--- config.mk ---
export PLATFORM = sky130hd
export DESIGN_NAME = ct_apb_slv_dec
export DESIGN_NICKNAME = d
export VERILOG_FILES = /design/src/rtl/ct_apb_slv_dec.sv
export SDC_FILE = /design/constraint.sdc
export NUM_CORES = 1
export LEC_CHECK = 0
export CORE_AREA = 2 2 128 130
export CTS_BUF_LIST = sky130_fd_sc_hd__clkbuf_8
export DETAILED_ROUTE_END_ITERATION = 6
export DIE_AREA = 0 0 130 132
export PLACE_DENSITY = 0.77
export SYNTH_ARGS = -nofsm -noshare
export SYNTH_HDL_FRONTEND = slang
export SYNTH_SLANG_ARGS = --single-unit
--- constraint.sdc ---
create_clock -name apb_clk -period 2.1 [get_ports apb_clk]
set_input_delay 0.63 -clock apb_clk [delete_from_list [all_inputs] [get_ports apb_clk]]
set_output_delay 0.63 -clock apb_clk [all_outputs]
set_load 0.1 [all_outputs]
--- src/rtl/ct_apb_slv_dec.sv ---
// ct_apb_slv_dec: APB bridge decoding a 16 KiB window into four 4 KiB slaves.
// Unmapped addresses and slaves that never respond both return an error.
module ct_apb_slv_dec #(
  parameter int                TOUT_W   = 8,
  parameter logic [TOUT_W-1:0] TOUT_MAX = 8'd255
) (
  input  logic         apb_clk,
  input  logic         apbrst_b,
  input  logic         m_psel,
  input  logic         m_penable,
  input  logic [31:0]  m_paddr,
  input  logic         m_pwrite,
  input  logic [31:0]  m_pwdata,
  output logic [31:0]  m_prdata,
  output logic         m_pready,
  output logic         m_pslverr,
  output logic [3:0]   s_psel,
  output logic         s_penable,
  output logic [31:0]  s_paddr,
  output logic         s_pwrite,
  output logic [31:0]  s_pwdata,
  input  logic [3:0]   s_pready,
  input  logic [3:0]   s_perr,
  input  logic [127:0] s_prdata
);
  typedef enum logic [1:0] {IDLE, SETUP, ACCESS, RESP} state_t;
  state_t r_state, w_nxt;
  logic [1:0] r_slot;
  logic [TOUT_W-1:0] r_cnt, w_cnt_inc;
  logic [31:0] r_paddr, r_pwdata, r_rdata, w_srdata;
  logic r_pwrite, r_err, w_setup, w_mapped, w_rdy, w_serr, w_tout;
  assign w_setup   = m_psel & ~m_penable;
  assign w_mapped  = m_paddr[31:14] == 18'd0;
  assign w_rdy     = s_pready[r_slot];
  assign w_serr    = s_perr[r_slot];
  assign w_srdata  = s_prdata[{r_slot, 5'd0} +: 32];
  assign w_cnt_inc = (r_cnt == TOUT_MAX) ? r_cnt : r_cnt + 1'b1;
  // Timeout fires when this ACCESS cycle brings the count up to TOUT_MAX.
  assign w_tout    = w_cnt_inc == TOUT_MAX;
  always_ff @(posedge apb_clk or negedge apbrst_b)
    if (!apbrst_b) r_state <= IDLE;
    else r_state <= w_nxt;
  always_comb begin
    w_nxt = IDLE;
    case (r_state)
      IDLE:    w_nxt = w_setup ? (w_mapped ? SETUP : RESP) : IDLE;
      SETUP:   w_nxt = m_psel ? ACCESS : IDLE;
      ACCESS:  w_nxt = !m_psel ? IDLE : (w_rdy | w_tout) ? RESP : ACCESS;
      default: w_nxt = IDLE;
    endcase
  end
  always_ff @(posedge apb_clk or negedge apbrst_b)
    if (!apbrst_b) begin
      r_paddr  <= '0;
      r_pwdata <= '0;
      r_pwrite <= 1'b0;
      r_slot   <= '0;
      r_cnt    <= '0;
      r_err    <= 1'b0;
      r_rdata  <= '0;
    end else if (r_state == IDLE && w_setup) begin
      r_paddr  <= m_paddr;
      r_pwdata <= m_pwdata;
      r_pwrite <= m_pwrite;
      r_slot   <= m_paddr[13:12];
      r_cnt    <= '0;
      r_err    <= ~w_mapped;
      r_rdata  <= '0;
    end else if (r_state == ACCESS) begin
      r_cnt <= w_cnt_inc;
      if (w_rdy) begin
        r_rdata <= r_pwrite ? 32'd0 : w_srdata;
        r_err   <= w_serr;
      end else if (w_tout) begin
        r_rdata <= '0;
        r_err   <= 1'b1;
      end
    end
  always_comb begin
    s_psel    = (r_state == SETUP || r_state == ACCESS) ? 4'b0001 << r_slot : 4'b0000;
    s_penable = r_state == ACCESS;
    s_paddr   = r_paddr;
    s_pwrite  = r_pwrite;
    s_pwdata  = r_pwdata;
    m_pready  = r_state == RESP;
    m_pslverr = m_pready & r_err;
    m_prdata  = m_pready ? r_rdata : 32'd0;
  end
endmodule
==> flow_summary.yaml, run 1 <==
critical_path:
  crit_family: "buffers and inverters"
  critical_path.max_stage_delay_ps: 380
  required_ps: 1470
  crit_path_top_delay_cell: "dfrtp_1"
  r2r_slack_ps: 70
  r2r-start: "r_cnt[0]$_DFFE_PN0P_"
  crit_arrival_ps: 1650
  crit_path_max_fanout: 12
  path_cells: "buf_4 -> ha_4 -> buf_16 -> and2_4 -> buf_12"
  r2r_cells: 8
  r2r-end: "r_rdata[12]$_DFFE_PN0P_"
  cp-end-kind: "output pin"
  critPathLaunchType: "flip-flop"
  worstSetupPathType: "flip-flop to output pin"
  crit_buf_inv: 3
yosys:
  yosys.area.top_type: "dfrtp_1"
  synth-seq-cells: 108
  synthAdderAreaFrac_pct: 1.15
  syn_nets: 738
  ys_top_cells_by_area: "dfrtp_1 (50%), nand2_1 (14%), mux4_2 (14%)"
  synth_top_family_by_area: "simple AND/OR/NAND/NOR gates"
  synthArstFlopShare_pct: 100
  avgSynthCellArea_um2: 10.3
  synth_compound_area_share_pct: 8.92
  yosysSeqAreaShare_pct: 49.6
  synth-xor-area-share_pct: 0.322
  ys_warn_count: 0
  synth_top_area_share_pct: 49.6
  synthCells: 528
  synthMuxAreaShare_pct: 13.9
  synth_edf_count: 0
  netlist_area_mm2: 0.00544
  ys_types: 41
  synth_flop_cell: "dfrtp_1"
  synth-simple-area-share_pct: 22.3
power_and_ir_drop:
  intPower_mw: 8.27
  power_switching_share_pct: 51.0
  power_frac_seq_pct: 23.2
  p_leak_nw: 4.73
  power_frac_clock_pct: 9.2
  peakVddDrop_uv: 1250
  p_switching_mw: 8.62
  pwr-share-comb_pct: 67.6
  powerDensity_mw_per_mm2: 1590
placed_design:
  portBuffers: 308
  gp_congestion: 0.824
  place_area_mm2: 0.0101
  place_ws_ps: -539
  detailedPlacementHpwl_mm: 15.3
sta:
  skew_ps: 12.4
  final-setup-viol-count: 39
  fmax_mhz: 439
  min_period_ps: 2280
  relSlewSlack_pct: 70.1
  drv_slew: 0
  finalHoldViolCount: 0
  worst_slew_pin_slew_ps: 449
  finalCritPeriodShare_pct: 109
  final.setup.worst_slack_ps: -180
  rsz0062_at_grt: "yes"
  whs_ps: 242
run_status:
  status: "finished with violations"
  violations: "setup timing"
grt:
  grt_max_degree: 57
  grt_pass1_wl_mm: 31.1
  grtUsageMet3_pct: 8.32
  antenna_found_initial: 3
  grtUsageTotal_pct: 23.7
  met1_usage_pct: 27.8
  grt_pass1_vias: 5616
  use_met2_pct: 40.0
  grt_most_used_layer: "met2"
  grt_overflow: 0
final_layout:
  layout-drive-gt1-share_pct: 29.9
  final_cell_mix: "clkdlybuf4s50_1 (201), nand2_1 (200), buf_12 (113), dfrtp_1 (106), and2_4 (34)"
  finalNetCount: 1057
  fin_area_mm2: 0.0106
  final_common_cell: "clkdlybuf4s50_1"
  area_delta_synth_final_pct: 94.7
clock_network:
  cts_buffer_depth: 2
  tritoncts: "done"
  worstSkewPairLatency_ps: 380
  cts_root_buf: "clkbuf_8"
  clock_sinks: 108
  cts_hold_buf: 0
  cts-htree-levels: 3
  cts_buffers: 9
  clk_pin_slew_ps: 100
floorplan:
  ioPinCount: 309
  rows: 46
  core_area_mm2: 0.0157
  die_w_um: 130
  start_util_pct: 34.6
  dieArea_mm2: 0.0172
  die_height_um: 132
route:
  ant_nets: 0
  drt_pass1_iterations: 5
  vias: 5284
  post_drt_wl_per_cell_um: 18.6
  drc: 0
  drt_iter0_markers: 226
  routed_via_density: 4.93
  routed_wl_mm: 19.9
run:
  cap_viol_max_count: 0
hold_path:
  hold_path_class: "primary input to async pin"
==> stage by stage <==
| step | TNS (ps) | std cells | utilization (%) | power (mW) |
|---|---|---|---|---|
| 2_1_floorplan | -676 | 528 | - | 10.8 |
| 3_3_place_gp | -8510 | 1042 | 64.5 | 15.0 |
| 3_5_place_dp | -10450 | 1042 | 64.5 | 15.2 |
| 4_1_cts | -6100 | 1067 | 67.0 | 17.0 |
| 5_1_grt | -8260 | 1071 | 67.4 | 17.6 |
| 6_report | -5960 | 1071 | 67.4 | 16.9 |
==> worst max path at each step <==
stage / start / to / slack (ps) / cells after the start
floorplan: s_paddr[13]$_DFFE_PN0P_ / s_psel[0] / -500 / 4
global placement: m_paddr[15] / r_err$_DFFE_PN0P_ / -470 / 5
detailed placement: m_paddr[15] / r_err$_DFFE_PN0P_ / -540 / 5
CTS: r_state[0]$_DFF_PN0_ / m_prdata[24] / -180 / 5
global route: r_state[1]$_DFF_PN0_ / s_psel[0] / -240 / 5
finish: r_state[0]$_DFF_PN0_ / m_prdata[24] / -180 / 5
==> kinds of logic (layout without fill, tap and decap cells) <==
family / after synthesis / count (layout)
other: 0 / 3
muxes: 34 / 34
DFF: 108 / 108
and+or+nand+nor: 273 / 273
AOI/OAI and AO/OA: 61 / 61
buffers and inverters: 45 / 369
adders and majority gates: 5 / 5
xor gates and xnor gates: 2 / 2
==> power groups by stage <==
| stage | clock network, mW | logic (mW) | registers, mW |
|---|---|---|---|
| after floorplan | 0 | 2.98 | 7.79 |
| after global placement | 0 | 11.1 | 3.91 |
| after detailed placement | 0 | 11.2 | 3.96 |
| after CTS | 1.62 | 11.4 | 3.91 |
| after global routing | 1.70 | 11.9 | 4.03 |
| final | 1.56 | 11.4 | 3.92 |
==> final cells by class <==
type                    instances  area (um2)
clock inverters                 7         120
well taps                     216         270
clock buffers                   9         124
inverters                       5        18.8
repair buffers                348        4590
multi-input cells             375        2760
diodes                          3        7.51
flip-flops and latches        108        2710
fillers                      1159        5110
==> cells in the mapped netlist (2+ instances only) <==
cell / instances
a211oi_1: 2
ha_1: 5
buf_6: 3
nand3_1: 6
and3_1: 3
buf_4: 3
buf_1: 2
a22o_1: 32
nor3b_1: 3
and2_1: 34
nand3b_1: 2
inv_1: 5
a21oi_1: 9
a32o_1: 2
and3b_1: 4
nor4_1: 3
clkbuf_1: 28
nor3_1: 2
buf_2: 4
mux4_2: 33
nor2_1: 7
dfrtp_1: 108
o21ai_0: 5
nor2b_1: 2
nand2_1: 201
a31oi_1: 4
and4_1: 2
==> metal layers <==
metal / up-vias / wire length (um)
met5: - / 0
met2: 240 / 10200
met3: 24 / 1930
met4: 0 / 355
li1: 2447 / -
met1: 2573 / 7370
==> sequential cells by signal, indices dropped and copies added (netlist names) <==
name / count
r_cnt: 8
s_paddr: 31
r_err: 1
r_slot: 1
s_pwdata: 32
r_state: 2
r_rdata: 32
s_pwrite: 1
==> what timing repair did <==
item	4_1_cts	5_1_grt
setup endpoints to repair	46	72
buffers inserted	7	1
pin swaps	5	9
cloned	2	0
resized for setup	17	14
(Power assumes the default switching activity.)
==> inputs of run 2 (changes only) <==
GPL_TIMING_DRIVEN = 0   (was default)
==> run 2 against run 1 <==
Fmax down 1.4%. Non-clock buffer count up 25. Worst hold slack worse by 83 ps. Largest power group unchanged. Die area unchanged. Clock skew down 2.4 ps. Cell count up 2.5%. Critical endpoint is now s_psel[0]. Highest routed layer unchanged. Sequential share of layout area up 1.1 points. The flow still finishes with violations (setup timing). Clock power down 20%. Wire length up 5.3%. Register-to-register slack worse by 160 ps.
==> flow_summary.yaml, run 2 (synthesis results as in run 1) <==
run_status:
  status: "finished with violations"
  violations: "setup timing"
critical_path:
  required_ps: 1470
  cp-end-kind: "output pin"
  critPathCapture: "s_psel[0]"
  r2r_cells: 10
  r2r-start: "r_cnt[1]$_DFFE_PN0P_"
  r2r_slack_ps: -90
  worstSetupPathType: "flip-flop to output pin"
  crit_path_max_fanout: 4
  critPathLaunchType: "flip-flop"
  r2r-end: "r_rdata[5]$_DFFE_PN0P_"
  crit_arrival_ps: 1680
  crit_start: "r_state[0]$_DFF_PN0_"
clock_network:
  clock_sinks: 108
  cts-htree-levels: 3
  cts_hold_buf: 0
  worstSkewPairLatency_ps: 380
  cts_buffer_depth: 2
  cts_buffers: 9
  clk_pin_slew_ps: 110
  tritoncts: "done"
  cts_root_buf: "clkbuf_8"
floorplan:
  rows: 46
  die_w_um: 130
  ioPinCount: 309
  dieArea_mm2: 0.0172
  core_area_mm2: 0.0157
  die_height_um: 132
  start_util_pct: 34.6
sta:
  whs_ps: 159
  finalCritPeriodShare_pct: 110
  final.setup.worst_slack_ps: -212
  worst_slew_pin_slew_ps: 691
  fmax_mhz: 433
  final-setup-viol-count: 61
  drv_slew: 0
  skew_ps: 10.1
  setup_tns_ps: -4440
  relSlewSlack_pct: 53.9
  finalHoldViolCount: 0
  rsz0062_at_grt: "yes"
  min_period_ps: 2310
final_layout:
  layout-drive-gt1-share_pct: 31.5
  final_core_util_pct: 64.7
  finalNetCount: 1083
  stdcell_count: 1098
  final_cell_mix: "clkdlybuf4s50_1 (203), nand2_1 (200), dfrtp_1 (103), clkdlybuf4s15_2 (64), buf_12 (39)"
  final_common_cell: "clkdlybuf4s50_1"
  area_delta_synth_final_pct: 86.8
  fin_area_mm2: 0.0102
route:
  ant_nets: 0
  drc: 0
  drt_iter0_markers: 197
  drt_pass1_iterations: 4
  vias: 5454
  routed_via_density: 4.97
  routed_wl_mm: 20.9
  post_drt_wl_per_cell_um: 19.1
run:
  cap_viol_max_count: 0
grt:
  grt_max_degree: 65
  grt_pass1_wl_mm: 30.7
  antenna_found_initial: 3
  grtUsageTotal_pct: 23.3
  grt_overflow: 0
  grt_pass1_vias: 5598
power_and_ir_drop:
  p_leak_nw: 4.47
  powerDensity_mw_per_mm2: 1490
  finalPower_mw: 15.2
  peakVddDrop_uv: 1310
placed_design:
  detailedPlacementHpwl_mm: 15.2
  gp_congestion: 0.853
  dp_cells: 1053
  portBuffers: 308
  place_ws_ps: -1010
  place_area_mm2: 0.00903
hold_path:
  hold_path_class: "primary input to async pin"
## run 2: worst min-delay path by stage
stage	startpoint	end	slack, ps	cells after the start
after floorplan	apbrst_b	r_cnt[0]$_DFFE_PN0P_	330	0
after global placement	s_paddr[16]$_DFFE_PN0P_	s_paddr[16]$_DFFE_PN0P_	460	2
after detailed placement	s_paddr[29]$_DFFE_PN0P_	s_paddr[29]$_DFFE_PN0P_	460	2
after CTS	apbrst_b	r_rdata[3]$_DFFE_PN0P_	150	1
after global routing	apbrst_b	r_rdata[3]$_DFFE_PN0P_	170	1
final	apbrst_b	r_rdata[3]$_DFFE_PN0P_	160	1
## run 2: worst max-delay path: stages (launching register included)
cell and delay, ps:
dfrtp_1 420, buf_6 130, inv_4 30, ha_4 290, nor3b_4 230, buf_12 210
## run 2: area by class of cell
class                   count  area [um2]
clock inverters             7        57.6
diodes                      4        10.0
plain buffers              38         315
repair buffers            335        3830
clock buffers               9         124
fillers                  1221        5540
inverters                   5        21.3
well taps                 216         270
flip-flops and latches    108        2710
multi-input cells         376        2820
## run 2: timing repair
action	4_1_cts	5_1_grt
gates resized for setup	592	49
buffers inserted	12	8
gates cloned	0	7
pin swaps	9	40
endpoints found under the setup margin	207	117
## run 2: per-layer routing
| layer | wire length, um | up-vias | GRT usage, % |
|---|---|---|---|
| met5 | 0 | - | 0 |
| met4 | 701 | 0 | 10.0 |
| met3 | 1810 | 37 | 6.70 |
| met2 | 10300 | 252 | 38.8 |
| met1 | 8170 | 2655 | 28.0 |
| li1 | - | 2510 | - |
## run 2: power breakdown
group          internal (mW)  switching (mW)  total [mW]  leakage [nW]
Clock                  0.452           0.795        1.25        0.0940
Sequential              3.00           0.565        3.56          1.37
Combinational           3.22            7.14        10.4          3.01
Total                   6.67            8.50        15.2          4.47
